File: config.mk
export PLATFORM = sky130hd
export DESIGN_NAME = uart_tx_arbiter
export DESIGN_NICKNAME = d
export VERILOG_FILES = /design/src/rtl/uart_tx_arbiter.sv
export SDC_FILE = /design/constraint.sdc
export NUM_CORES = 1
export LEC_CHECK = 0
export BUFFER_PORTS_ARGS = -buffer_cell sky130_fd_sc_hd__buf_2
export CELL_PAD_IN_SITES_DETAIL_PLACEMENT = 1
export CELL_PAD_IN_SITES_GLOBAL_PLACEMENT = 1
export CORE_MARGIN = 8
export CORE_UTILIZATION = 34
export CTS_CLUSTER_SIZE = 8
export DETAILED_ROUTE_END_ITERATION = 8
export GPL_ROUTABILITY_DRIVEN = 0
export PLACE_DENSITY_LB_ADDON = 0.2
export REMOVE_ABC_BUFFERS = 1
export SYNTH_ARGS = -nofsm -noshare
export SYNTH_HDL_FRONTEND = slang
export SYNTH_SLANG_ARGS = --single-unit
export TNS_END_PERCENT = 50
File: constraint.sdc
create_clock -name CLK -period 2.82 [get_ports CLK]
set_clock_uncertainty 0.2 [all_clocks]
set_input_delay 0 -clock CLK [delete_from_list [all_inputs] [get_ports CLK]]
set_output_delay 0 -clock CLK [all_outputs]
set_load 0.05 [all_outputs]
File: src/rtl/uart_tx_arbiter.sv
// Round-robin arbiter sharing one UART transmitter among three byte requesters.
// Optional ISSUE-state watchdog enabled by defining UART_ARB_TIMEOUT_EN.
module uart_tx_arbiter #(
  parameter int unsigned TIMEOUT_CYCLES = 1024
) (
  input  logic       CLK,
  input  logic       RST,
  input  logic [2:0] REQ,
  input  logic [7:0] DATA_0,
  input  logic [7:0] DATA_1,
  input  logic [7:0] DATA_2,
  output logic [2:0] ACK,
  output logic [2:0] GNT,
  input  logic       TX_RDY_R,
  output logic       TX_RDY_T,
  output logic [7:0] TX_DATA_R,
  output logic       BUSY,
  output logic       TO_ERR
);

  typedef enum logic [1:0] {IDLE, ISSUE, WAIT_DONE} state_t;

  state_t     state_q, state_d;
  logic [1:0] ptr_q, ptr_d;
  logic [2:0] gnt_q, gnt_d;
  logic [2:0] ack_q, ack_d;
  logic [7:0] data_q, data_d;
  logic [1:0] win;
  logic       timeout_hit;

  // First requesting index found scanning ptr, ptr+1, ptr+2 (mod 3).
  function automatic logic [1:0] rr_pick(input logic [2:0] req, input logic [1:0] ptr);
    logic [1:0] idx;
    rr_pick = ptr;
    for (int k = 2; k >= 0; k--) begin
      idx = 2'((int'(ptr) + k) % 3);
      if (req[idx]) rr_pick = idx;
    end
  endfunction

  function automatic logic [1:0] ptr_after(input logic [2:0] gnt);
    case (gnt)
      3'b001:  ptr_after = 2'd1;
      3'b010:  ptr_after = 2'd2;
      default: ptr_after = 2'd0;
    endcase
  endfunction

  assign win = rr_pick(REQ, ptr_q);

`ifdef UART_ARB_TIMEOUT_EN
  localparam int CNT_W = $clog2(TIMEOUT_CYCLES + 1);
  logic [CNT_W-1:0] cnt_q;
  logic             to_err_q;

  always_ff @(posedge CLK) begin
    if (RST || state_q != ISSUE) cnt_q <= '0;
    else                         cnt_q <= cnt_q + 1'b1;
  end

  assign timeout_hit = (cnt_q == CNT_W'(TIMEOUT_CYCLES - 1));

  always_ff @(posedge CLK) begin
    if (RST) to_err_q <= 1'b0;
    else     to_err_q <= (state_q == ISSUE) && TX_RDY_R && timeout_hit;
  end

  assign TO_ERR = to_err_q;
`else
  logic unused_timeout_cfg;
  assign unused_timeout_cfg = (TIMEOUT_CYCLES == 0);
  assign timeout_hit = 1'b0;
  assign TO_ERR      = 1'b0;
`endif

  always_ff @(posedge CLK) begin
    if (RST) state_q <= IDLE;
    else     state_q <= state_d;
  end

  always_comb begin
    state_d = state_q;
    ptr_d   = ptr_q;
    gnt_d   = gnt_q;
    ack_d   = 3'b000;
    data_d  = data_q;
    case (state_q)
      IDLE: begin
        if (TX_RDY_R && (|REQ)) begin
          state_d = ISSUE;
          gnt_d   = 3'b001 << win;
          case (win)
            2'd1:    data_d = DATA_1;
            2'd2:    data_d = DATA_2;
            default: data_d = DATA_0;
          endcase
        end
      end
      ISSUE: begin
        if (!TX_RDY_R) begin
          state_d = WAIT_DONE;
          ack_d   = gnt_q;
          ptr_d   = ptr_after(gnt_q);
        end else if (timeout_hit) begin
          state_d = IDLE;
          gnt_d   = 3'b000;
          ptr_d   = ptr_after(gnt_q);
        end
      end
      WAIT_DONE: begin
        if (TX_RDY_R) begin
          state_d = IDLE;
          gnt_d   = 3'b000;
        end
      end
      default: state_d = IDLE;
    endcase
  end

  // Grant, latched byte, pointer and ACK pulse are registered alongside the state.
  always_ff @(posedge CLK) begin
    if (RST) begin
      ptr_q  <= 2'd0;
      gnt_q  <= 3'b000;
      ack_q  <= 3'b000;
      data_q <= 8'h00;
    end else begin
      ptr_q  <= ptr_d;
      gnt_q  <= gnt_d;
      ack_q  <= ack_d;
      data_q <= data_d;
    end
  end

  always_comb begin
    TX_RDY_T  = (state_q == ISSUE);
    BUSY      = (state_q != IDLE);
    GNT       = gnt_q;
    ACK       = ack_q;
    TX_DATA_R = data_q;
  end

endmodule

==> out/qor.log <==
qor: status.outcome completed
qor: sta.period_needed 2.625 ns
qor: setup_path.worst_r2r_path_depth 8
qor: setup_path.regToRegStartpoint ptr_q[0]
qor: pwr.static_leakage 0.8462 nW
qor: yosys.synth_common_cells dfxtp_1 (18), inv_1 (17), a211oi_1 (16)
qor: detailed_routing.routed_wire_length_per_instance 16.34 um
qor: sta.setup_viol_count_final 0
qor: setup_path.cpLargestDelayFamily compound AO/OA/AOI/OAI gates
qor: sta.finalHoldViolations 0
qor: global_routing.grt_start_max_net_pins 17
qor: setup_path.worst_setup_path_end_kind flop
qor: setup_path.critical_path.reg2reg.endpoint TX_DATA_R[4]
qor: min_path.hold_path_class input port to flop
qor: floorplanning.fp.dieArea 0.005821 mm^2
qor: pwr.clock_group_share_of_total_power 23.8%
qor: finish.layout-drive-gt1-share 28.70%
qor: detailed_routing.route.detailed.drc 0
qor: yosys.ys_seq_area_share 29.15%
qor: pwr.power_report.internal_total 0.0004530 W
qor: global_routing.grt_antenna_before_repair 0
qor: cts.clock-sinks 18
qor: floorplanning.fp.dieW 76.30 um
qor: pwr.pwr_density_cell 387.9 mW/mm^2
qor: detailed_routing.routed_wirelength 4.429 mm
qor: global_routing.grt_first_pass_wirelength 7.500 mm
qor: yosys.syn-mean-instance-area 8.241 um^2
qor: yosys.yosys.area.top_type_share 29.15%
qor: yosys.post-synth-top-area-cell dfxtp_1
qor: job.max_cap_viol_count 0
qor: finish.antennaDiodeCount 0
qor: cts.clk_path_buf_depth 2
qor: pwr.pwr-share-seq 39.5%
qor: placed_design.buffer_ports.inserted 45
qor: finish.post_layout_nonfiller_instances 271
qor: yosys.netlist-cell-type-count 40
qor: min_path.holdPathEnd GNT[1]
qor: finish.multiInputGateArea 759.5 um^2
qor: cts.clkLatencyLatePin 0.30 ns
qor: placed_design.detailed_place_hpwl 3.044 mm
qor: finish.area.sequential 360.3 um^2
qor: global_routing.grt_overflow_total 0
qor: yosys.syn-cell-area 0.001236 mm^2
qor: finish.synthToLayoutAreaGrowth 49.09%
qor: yosys.synth_area_leaders dfxtp_1 (29%), a211oi_1 (9.7%), mux2i_1 (8.9%)
qor: pwr.power_switching_share 36.63%
qor: floorplanning.floorplan.initialDensity 34.55%
qor: global_routing.groute.usage.overall 15.24%
qor: floorplanning.placeableCoreArea 0.003578 mm^2
qor: min_path.hold_path_depth 6
qor: finish.fin_nets 257
qor: setup_path.setup.reg_to_reg.worst_slack 0.20 ns
qor: cts.clk_transition_reported_paths 0.12 ns
qor: sta.grt_setup_unrepaired false
qor: global_routing.first_global_vias 1533
qor: floorplanning.top_level_ports 47
qor: sta.clock.fmax 0.3810 GHz
qor: setup_path.timing.critical_path.cells inv_1 -> ha_1 -> buf_4 -> nor3b_1 -> a41oi_1 -> a221o_2 -> mux2i_1 -> a2111oi_1
qor: pwr.pwr-share-comb 36.8%
qor: cts.clock_tree.htree_level_count 1
qor: setup_path.critPathLaunchType flop
qor: cts.cts_inserted_buffers 3
qor: yosys.synth_warnings 0
qor: detailed_routing.detail_route.iter0.violations 50
qor: yosys.post-synth-top-count-cell dfxtp_1
qor: setup_path.critPathArrivalTime 2.61 ns
qor: floorplanning.chipHeight 76.30 um
qor: yosys.synth-async-reset-ratio 0%
qor: pwr.switchingPower 0.0002619 W
qor: yosys.synth_ff_type dfxtp_1
qor: detailed_routing.routed_via_density 5.240
qor: setup_path.critical_path_class flop to flop
qor: cts.cts_root_buffer clkbuf_4
qor: yosys.syn-instance-count 150
qor: detailed_routing.drt_first_pass_iters 4
qor: sta.hold-worst-slack 0.2370 ns
qor: sta.final_min_period_over_clock_period 93.07%
qor: setup_path.cp_slowest_stage_delay 0.52 ns
qor: detailed_routing.dr_total_vias 1420
qor: min_path.timing.hold.worst.start REQ[1]
qor: placed_design.placedCellCount 240
qor: setup_path.critPathMaxFanout 9
qor: floorplanning.rows 22
qor: pwr.peakVddDrop 191.9 uV
qor: detailed_routing.antenna_left 0
qor: sta.tns 0 ns
qor: finish.final.fill_count 460
qor: yosys.synth_edf_count 0
qor: setup_path.critical_path.slowest_cell a221o_2
qor: cts.cts_tree yes
qor: sta.finalMaxSlewViolations 0
qor: yosys.ys_seq_elements 18
qor: setup_path.worstPathBufferInverterCount 2
qor: setup_path.worstPathRequired 2.81 ns
[timing repair]
action,CTS,global route
endpoints found under the hold margin,18,0
gates resized for setup,0,2
setup buffers,0,0
hold buffers,27,0
setup endpoints to repair,0,6
[flip-flops by register name, indices dropped and copies added, names as in the netlist]
signal and flops:
GNT 3, ptr_q 2, ACK 3, state_q 2, TX_DATA_R 8
[power groups by stage]
stage	clock network (W)	registers, W	logic [W]
floorplan	0	0.000336	0.0000997
global placement	0	0.000287	0.000224
CTS	0.000169	0.000282	0.000259
finish	0.000170	0.000282	0.000263
detailed placement	0	0.000287	0.000230
global route	0.000180	0.000285	0.000283
[layer usage]
layer	vias up	share of wire, %	GRT usage [%]
li1	689	-	-
met1	694	42	17.57
met2	31	54	27.93
met3	6	3.1	2.476
met4	0	1.4	4.231
met5	-	0	0
[worst min-delay path, delay by kind of cell]
| kind | cells | cell delay (ns) |
|---|---|---|
| buffers and inverters | 2 | 0.30 |
| and+or+nand+nor | 1 | 0.07 |
| AOI/OAI and AO/OA | 3 | 0.33 |
[layout make-up]
type | instances | area share [%]
tap | 48 | 3.259
inverter | 17 | 3.462
timing repair buffer | 81 | 30.55
clock buffer | 4 | 1.969
sequential | 18 | 19.55
multi-input combinational | 103 | 41.21
[layout by cell type (no fill, tap or decap), types with 2 or more instances in the layout]
cell type,count
ha_1,3
nand2_1,5
nor3_1,4
inv_1,17
and2_1,4
buf_4,9
o21ai_0,2
a211oi_1,16
dlygate4sd3_1,27
a2111oi_1,7
a21oi_1,5
mux2i_1,11
nor3b_1,2
o211ai_1,2
clkbuf_4,3
dfxtp_1,18
nand2b_1,4
nor2_1,15
buf_2,45
a21o_1,2
[worst max-delay path by stage]
| stage | startpoint | endpoint | slack, ns | cells after the start |
|---|---|---|---|---|
| global placement | ptr_q[0] | TX_DATA_R[1] | 0.23 | 8 |
| floorplan | ptr_q[0] | TX_DATA_R[0] | 0.07 | 8 |
| global route | ptr_q[0] | TX_DATA_R[4] | 0.01 | 8 |
| finish | ptr_q[0] | TX_DATA_R[4] | 0.20 | 8 |
| detailed placement | ptr_q[0] | TX_DATA_R[0] | 0.14 | 8 |
| CTS | ptr_q[0] | TX_DATA_R[4] | 0.12 | 8 |
[metrics by stage]
step                       power, W  area [um^2]  util [%]  setup WS, ns
after global routing      0.0007473         1843     51.50       0.01301
after detailed placement  0.0005171         1530     42.76        0.1446
after CTS                 0.0007100         1837     51.33        0.1243
after global placement    0.0005108         1530     42.76        0.2345
final                     0.0007149         1843     51.50        0.1953
after floorplan           0.0004355         1171         -       0.06502
[kinds of logic (layout without fill, tap and decap cells)]
| group | count (synthesis) | count (layout) | share of synthesized area, % |
|---|---|---|---|
| DFF | 18 | 18 | 29.15 |
| muxes | 11 | 11 | 8.907 |
| adders and majority gates | 3 | 3 | 3.037 |
| other | 1 | 1 | 0.3034 |
| AOI/OAI and AO/OA | 48 | 48 | 31.48 |
| xor gates and xnor gates | 1 | 1 | 0.7086 |
| and+or+nand+nor | 39 | 39 | 15.99 |
| buffers and inverters | 29 | 102 | 10.42 |
No activity file was read; power rests on OpenSTA's default activity.
